**config.mk**
```make
export PLATFORM = sky130hd
export DESIGN_NAME = key_event_decoder
export DESIGN_NICKNAME = d
export VERILOG_FILES = /design/src/rtl/key_event_decoder.sv
export SDC_FILE = /design/constraint.sdc
export NUM_CORES = 1
export LEC_CHECK = 0
export BUFFER_PORTS_ARGS = -buffer_cell sky130_fd_sc_hd__buf_2
export CORE_MARGIN = 2
export CORE_UTILIZATION = 60
export DETAILED_ROUTE_END_ITERATION = 10
export PLACE_DENSITY = 0.82
export SYNTH_ARGS = -nofsm -noshare
export SYNTH_HDL_FRONTEND = slang
export SYNTH_SLANG_ARGS = --single-unit
```
**constraint.sdc**
```tcl
create_clock -name clk -period 3.3 [get_ports clk]
set_input_delay 0.33 -clock clk [delete_from_list [all_inputs] [get_ports clk]]
set_output_delay 0.33 -clock clk [all_outputs]
set_load 0.05 [all_outputs]
```
**src/rtl/key_event_decoder.sv**
```systemverilog
// Classifies debounced key gestures (short/double/long/repeat) into a one-entry valid/ready event register.
// Events appear one cycle after the deciding edge; a full, unaccepted register drops new events and pulses ev_drop.
module key_event_decoder #(
  parameter int LONG_CYC   = 50_000_000,
  parameter int GAP_CYC    = 15_000_000,
  parameter int REPEAT_CYC = 5_000_000,
  parameter int CW         = 26
) (
  input  logic       clk,
  input  logic       rst_n,
  input  logic       key_level,
  output logic       ev_valid,
  output logic [1:0] ev_code,
  input  logic       ev_ready,
  output logic       ev_drop,
  output logic       key_busy
);

  typedef enum logic [2:0] {
    IDLE   = 3'd0,
    PRESS1 = 3'd1,
    GAP    = 3'd2,
    PRESS2 = 3'd3,
    HOLD   = 3'd4
  } state_t;

  localparam logic [CW-1:0] LONG_LAST   = CW'(LONG_CYC - 1);
  localparam logic [CW-1:0] GAP_LAST    = CW'(GAP_CYC - 1);
  localparam logic [CW-1:0] REPEAT_LAST = CW'(REPEAT_CYC - 1);

  localparam logic [1:0] EV_SHORT  = 2'b00;
  localparam logic [1:0] EV_DOUBLE = 2'b01;
  localparam logic [1:0] EV_LONG   = 2'b10;
  localparam logic [1:0] EV_REPEAT = 2'b11;

  state_t          state, state_nxt;
  logic [CW-1:0]   cnt, cnt_nxt;
  logic            new_ev;
  logic [1:0]      new_code;

  always_comb begin
    state_nxt = state;
    cnt_nxt   = cnt;
    new_ev    = 1'b0;
    new_code  = EV_SHORT;
    case (state)
      IDLE: begin
        if (key_level) begin
          state_nxt = PRESS1;
          cnt_nxt   = '0;
        end
      end
      PRESS1: begin
        if (key_level) begin
          if (cnt == LONG_LAST) begin
            new_ev    = 1'b1;
            new_code  = EV_LONG;
            state_nxt = HOLD;
            cnt_nxt   = '0;
          end else begin
            cnt_nxt = cnt + CW'(1);
          end
        end else begin
          state_nxt = GAP;
          cnt_nxt   = '0;
        end
      end
      GAP: begin
        if (key_level) begin
          new_ev    = 1'b1;
          new_code  = EV_DOUBLE;
          state_nxt = PRESS2;
        end else if (cnt == GAP_LAST) begin
          new_ev    = 1'b1;
          new_code  = EV_SHORT;
          state_nxt = IDLE;
          cnt_nxt   = '0;
        end else begin
          cnt_nxt = cnt + CW'(1);
        end
      end
      PRESS2: begin
        // no long/repeat detection once a gesture has been classified as double
        if (!key_level) state_nxt = IDLE;
      end
      HOLD: begin
        if (key_level) begin
          if (cnt == REPEAT_LAST) begin
            new_ev   = 1'b1;
            new_code = EV_REPEAT;
            cnt_nxt  = '0;
          end else begin
            cnt_nxt = cnt + CW'(1);
          end
        end else begin
          state_nxt = IDLE;
        end
      end
      default: begin
        state_nxt = IDLE;
        cnt_nxt   = '0;
      end
    endcase
  end

  always_ff @(posedge clk or negedge rst_n) begin
    if (!rst_n) begin
      state    <= IDLE;
      cnt      <= '0;
      key_busy <= 1'b0;
    end else begin
      state    <= state_nxt;
      cnt      <= cnt_nxt;
      key_busy <= (state_nxt != IDLE);
    end
  end

  // accept and load on the same edge keeps ev_valid high for back-to-back events
  always_ff @(posedge clk or negedge rst_n) begin
    if (!rst_n) begin
      ev_valid <= 1'b0;
      ev_code  <= EV_SHORT;
      ev_drop  <= 1'b0;
    end else begin
      ev_drop <= 1'b0;
      if (new_ev) begin
        if (!ev_valid || ev_ready) begin
          ev_valid <= 1'b1;
          ev_code  <= new_code;
        end else begin
          ev_drop <= 1'b1;
        end
      end else if (ev_valid && ev_ready) begin
        ev_valid <= 1'b0;
      end
    end
  end

endmodule
```
### Word level (Yosys, flattened, before mapping)

Cells that the tools add are included.

* register bits: 34
* input bits: 4
* output and inout bits: 5
* logic and storage cells: 62

* add/subtract/negate cells: 1
* equality and inequality tests: 11
* mux-type cells: 33
* bitwise gates (word level): 1
* reduce and logical (&&, ||, !) cells: 10

Operator list (count)
* 26-bit 2-to-1 mux: 7
* 26-bit case mux with 5 select lines: 1
* 26-bit by 1-bit adder with 26-bit output, second input constant: 1
* 26-bit by 23-bit == test with 1-bit output, second input constant: 1
* 26-bit by 24-bit == test with 1-bit output, second input constant: 1
* 26-bit == test, second input constant: 1
* 3-bit 2-to-1 mux: 6
* 1-bit 2-to-1 mux: 12
* 3-bit case mux with 4 select lines: 1
* 2-bit 2-to-1 mux: 4
* 3-bit by 2-bit == test with 1-bit output, second input constant: 2
* 2-bit inequality test, second input constant: 3
* 2-bit case mux with 3 select lines: 1
* 2-bit AND reduction: 2
* 4-bit AND reduction: 1
* 3-bit by 1-bit == test with 1-bit output, second input constant: 1
* 3-bit == test, second input constant: 1
* 3-bit zero test: 1
* 1-bit case mux with 3 select lines: 1
* 3-bit nonzero test: 1
* 2-bit by 1-bit inequality test with 1-bit output, second input constant: 1
* 2-bit nonzero test: 1
* 2-bit OR reduction: 1
* 1-bit logical AND: 1
* 3 further kinds: 3

### Logic depth before layout (Yosys ltp)

* depth in word-level cells: 6
* depth in mapped cells: 8
* mapped depth without buffers: 7

### Worst setup path after synthesis

Ideal clock, no wire load.

* path type: reg-to-reg
* from: register cnt[9]
* to: register cnt[12]
* setup time: 0.119 ns
* arrival: 2.628 ns
* required time: 3.181 ns
* setup slack: 0.553 ns
* stages on the path, launching flop included: 8
* path buffers: 1
* clock period less this slack: 2.747 ns
* cells stage by stage: dfrtp_1 or4b_1 or4_1 or4_1 a221o_2 nor2_8 buf_8 nor2_1

* cells in the longest elaborated chain, start to end: 4
* elaborated cells between the ends (all ways): 11
* those cells by class: 1 x add/sub; 3 x eq/ne; 7 x mux

Ends and longest elaborated chain
* start: declaration: RTL line 37 `logic [CW-1:0] cnt, cnt_nxt;`
* start signal: assignment: RTL line 113 `cnt <= cnt_nxt;`
* 26-bit by 1-bit adder with 26-bit output (tied with other cells): RTL line 61, 79, 93
* 26-bit 2-to-1 mux (on tied branches): RTL line 88, 55, 73
* 26-bit 2-to-1 mux (on tied branches): RTL line 87, 54, 69
* 26-bit case mux with 5 select lines *: RTL line 46 `case (state)`

Mark *: on every way between the ends. The rest lies on a longest branch, timed or not. The select of a mux whose other input is x is not followed.
A chain may end at the register's enable or synchronous reset.

### Worst setup path after layout

* from: register cnt[9]
* to: register cnt[4]

* cells in the longest elaborated chain, start to end: 4
* elaborated cells between the ends (all ways): 10
* those cells by class: 3 x eq/ne; 7 x mux

Ends and longest elaborated chain
* 26-bit by 23-bit == test with 1-bit output (tied with other cells): RTL line 88 `if (cnt == REPEAT_LAST) begin`
* 26-bit 2-to-1 mux (on tied branches): RTL line 88, 55, 73
* 26-bit 2-to-1 mux (on tied branches): RTL line 87, 54, 69
* 26-bit case mux with 5 select lines *: RTL line 46

Marks and branches as above.

==> flow_summary.toml <==
[worst_setup_path]
cp_data_required_time_ns = 3.51
r2r-end = "cnt[4]$_DFFE_PN0P_"
cp_max_fo = 24
path_class = "flip-flop to flip-flop"
critPathTopFamily = "simple AND/OR/NAND/NOR gates"
endpoint = "cnt[4]$_DFFE_PN0P_"
critPathLaunchType = "flip-flop"
cp_cell_sequence = "or4b_1 -> or4_1 -> or4_1 -> a221o_2 -> nor2_8 -> o32ai_1"
endpoint_kind = "flip-flop"
crit_buf_inv = 0
path_depth = 6
cp.arrival_ns = 3.22
crit_start = "cnt[9]$_DFFE_PN0P_"
cpMostUsedCell = "or4_1"
r2r_slack_ns = 0.29
r2r_cells = 6
r2r-start = "cnt[9]$_DFFE_PN0P_"
cp_slowest_cell = "or4b_1"
max_stage_delay_ns = 0.56

[drt]
vias_per_cell = 6.00
drtIter0Drc = 106
finalWirelength_um = 3970
antenna_left = 0
drc = 0
vias = 1555
drt_first_pass_iters = 4
wl_per_cell_um = 15.3

[finish]
n_antenna_cell = 0
post-route-cell-area_mm2 = 0.00202
fillers = 283
area_growth_pct = 5.35
finish.utilization_pct = 66.2
nets = 219
layout-drive-gt1-share_pct = 12.6

[logic_synthesis]
ys_types = 43
yosys.area.top_type = "dfrtp_1"
synth_warnings = 0
synth_area_leaders = "dfrtp_1, xor2_1, nor2_1"
synth-simple-area-share_pct = 33.2
ys_seq_elements = 34
synth_top_family_by_area = "simple AND/OR/NAND/NOR gates"
synth_xor_area_share_pct = 10.5
synthFlopType = "dfrtp_1"
synth_area_mm2 = 0.00192
syn-num-nets = 209
syn-instance-count = 204
avgSynthCellArea_um2 = 9.40
netlist.area_leader.share_pct = 44.4
synth-edff-count = 0
synth_compound_area_share_pct = 5.94
yosysSeqAreaShare_pct = 44.4
synth_fa_ha_area_share_pct = 0.652
synth_mux_area_share_pct = 1.04
postSynth.asyncResetShare_pct = 100

[clock_network]
clock_sinks = 34
clk_latency_ns = 0.34
ctsHoldBuffers = 0
clk_path_buf_depth = 2
cts_buffers = 5
tritoncts = "yes"
cts.repair.resized = 0
htreeDepth = 2
root_buffer = "clkbuf_4"
clk_pin_slew_ns = 0.10
postCtsSetupBuffers = 0

[die]
start_util_pct = 62.8
rows = 20
die-area_mm2 = 0.00367
die_w_um = 60.5
die_h_um = 60.5
ioPinCount = 9
core_mm2 = 0.00305

[global_route]
grt-ovfl-total = 0
first_global_vias = 1431
grt_max_degree = 35
grt_util_all_layers_pct = 24.3
grt_pass1_wl_um = 6560
antenna_found_initial = 0

[power_and_ir_drop]
p_leak_nw = 0.854
power.density_mw_per_mm2 = 410
ir_drop_mv = 0.244

[worst_hold_path]
hp-class = "input port to asynchronous set/reset pin"

[flow_run]
drv_cap = 0

[sta]
min_period_over_period_pct = 91.2
relSlewSlack_pct = 40.3
rsz0062_at_grt = "false"
tightest_slew_ns = 0.883
hold_viol_final = 0
clock.fmax_mhz = 332
finalCriticalPeriod_ns = 3.01
fin_worst_skew_ns = 0.00399
fin_setup_tns_ns = 0
setup_viol = 0
drv_slew = 0
whs_ns = 0.0498

[placed_design]
dp.final_hpwl_um = 2840
gp_congestion = 0.929
place_area_mm2 = 0.00196
numPortBuffers = 8

[status]
status = "finished clean"
==> per-layer routing <==
metal / wire length [um] / global-route usage, % / part of all wire [%]
met1: 1730 / 32.3 / 44
met2: 1930 / 37.7 / 49
met3: 221 / 4.26 / 5.6
met4: 87 / 13.7 / 2.2
met5: 0 / 0 / 0
==> where the power goes <==
part / internal, mW / total [mW] / switching (mW)
Clock: 0.103 / 0.242 / 0.139
Sequential: 0.434 / 0.455 / 0.0205
Combinational: 0.0369 / 0.131 / 0.0945
Total: 0.575 / 0.829 / 0.254
==> registers in the layout, indices dropped and copies added (netlist names) <==
| signal | flops |
|---|---|
| cnt | 26 |
| state | 3 |
| ev_code | 2 |
| key_busy | 1 |
| ev_drop | 1 |
| ev_valid | 1 |
==> kinds of logic (layout without fill, tap and decap cells) <==
| group | Yosys count | after routing |
|---|---|---|
| XOR/XNOR | 23 | 23 |
| AO/OA/AOI/OAI | 17 | 17 |
| AND/OR/NAND/NOR | 116 | 116 |
| buffers and inverters | 11 | 22 |
| flip-flops | 34 | 34 |
| multiplexers | 2 | 2 |
| adder cells (fa/ha/maj) | 1 | 1 |
==> worst min path at each step <==
stage / to / slack, ns / from / depth (start not counted)
2_1_floorplan: cnt[0]$_DFFE_PN0P_ / 0.03 / rst_n / 0
3_5_place_dp: cnt[0]$_DFFE_PN0P_ / 0.44 / rst_n / 1
3_3_place_gp: cnt[0]$_DFFE_PN0P_ / 0.41 / rst_n / 1
6_report: cnt[8]$_DFFE_PN0P_ / 0.05 / rst_n / 1
5_1_grt: state[0]$_DFF_PN0_ / 0.1 / rst_n / 1
4_1_cts: cnt[9]$_DFFE_PN0P_ / 0.07 / rst_n / 1
==> synthesized netlist by cell type, drive strengths merged (2+ instances only) <==
| library cell | number |
|---|---|
| nor2 | 35 |
| dfrtp | 34 |
| nand2 | 19 |
| xor2 | 17 |
| nand3 | 12 |
| nand4 | 11 |
| nor4 | 8 |
| o21ai | 6 |
| xnor2 | 6 |
| nor3 | 5 |
| buf | 4 |
| inv | 4 |
| nand2b | 4 |
| or2b | 4 |
| a21oi | 3 |
| and3 | 3 |
| nor4b | 3 |
| and4b | 2 |
| clkbuf | 2 |
| mux2i | 2 |
| or4 | 2 |
==> cell usage in the layout, fill, tap and decap left out, types with 2 or more instances in the layout <==
master    synthesis  layout
nor3_1            5       5
a21oi_1           3       3
dfrtp_1          34      34
o21ai_0           6       6
nand2_1          19      19
mux2i_1           2       2
and4b_2           2       2
and3_1            2       2
xnor2_1           6       6
xor2_1           17      17
buf_4             0       2
nor2_1           34      34
nand2b_1          4       4
inv_1             4       4
clkbuf_4          0       5
buf_2             2       8
nand3_1          12      12
or4_1             2       2
or2b_2            4       4
nand4_1          11      11
nor4_1            8       8
nor4b_1           3       3
==> worst register-to-register path: stages (launching register included) <==
cell,delay (ns)
dfrtp_1,0.47
or4b_1,0.56
or4_1,0.43
or4_1,0.56
a221o_2,0.43
nor2_8,0.30
o32ai_1,0.14
==> metrics by stage <==
stage | power [mW] | cells | setup slack (ns)
after detailed placement | 0.596 | 251 | 0.324
after floorplan | 0.580 | 204 | 0.553
after CTS | 0.833 | 259 | 0.295
final | 0.829 | 259 | 0.291
after global routing | 0.872 | 259 | 0.179
after global placement | 0.590 | 251 | 0.404
==> final cells by class <==
type,count,area [um^2],share of cell area [%]
multi-input cells,159,985,48.7
inverters,4,15.0,0.743
repair buffers,10,55.1,2.72
flip-flops and latches,34,851,42.1
clock buffers,7,55.1,2.72
clock inverters,1,5.00,0.248
well taps,44,55.1,2.72
Note: power is estimated with default switching activity, not from simulation.
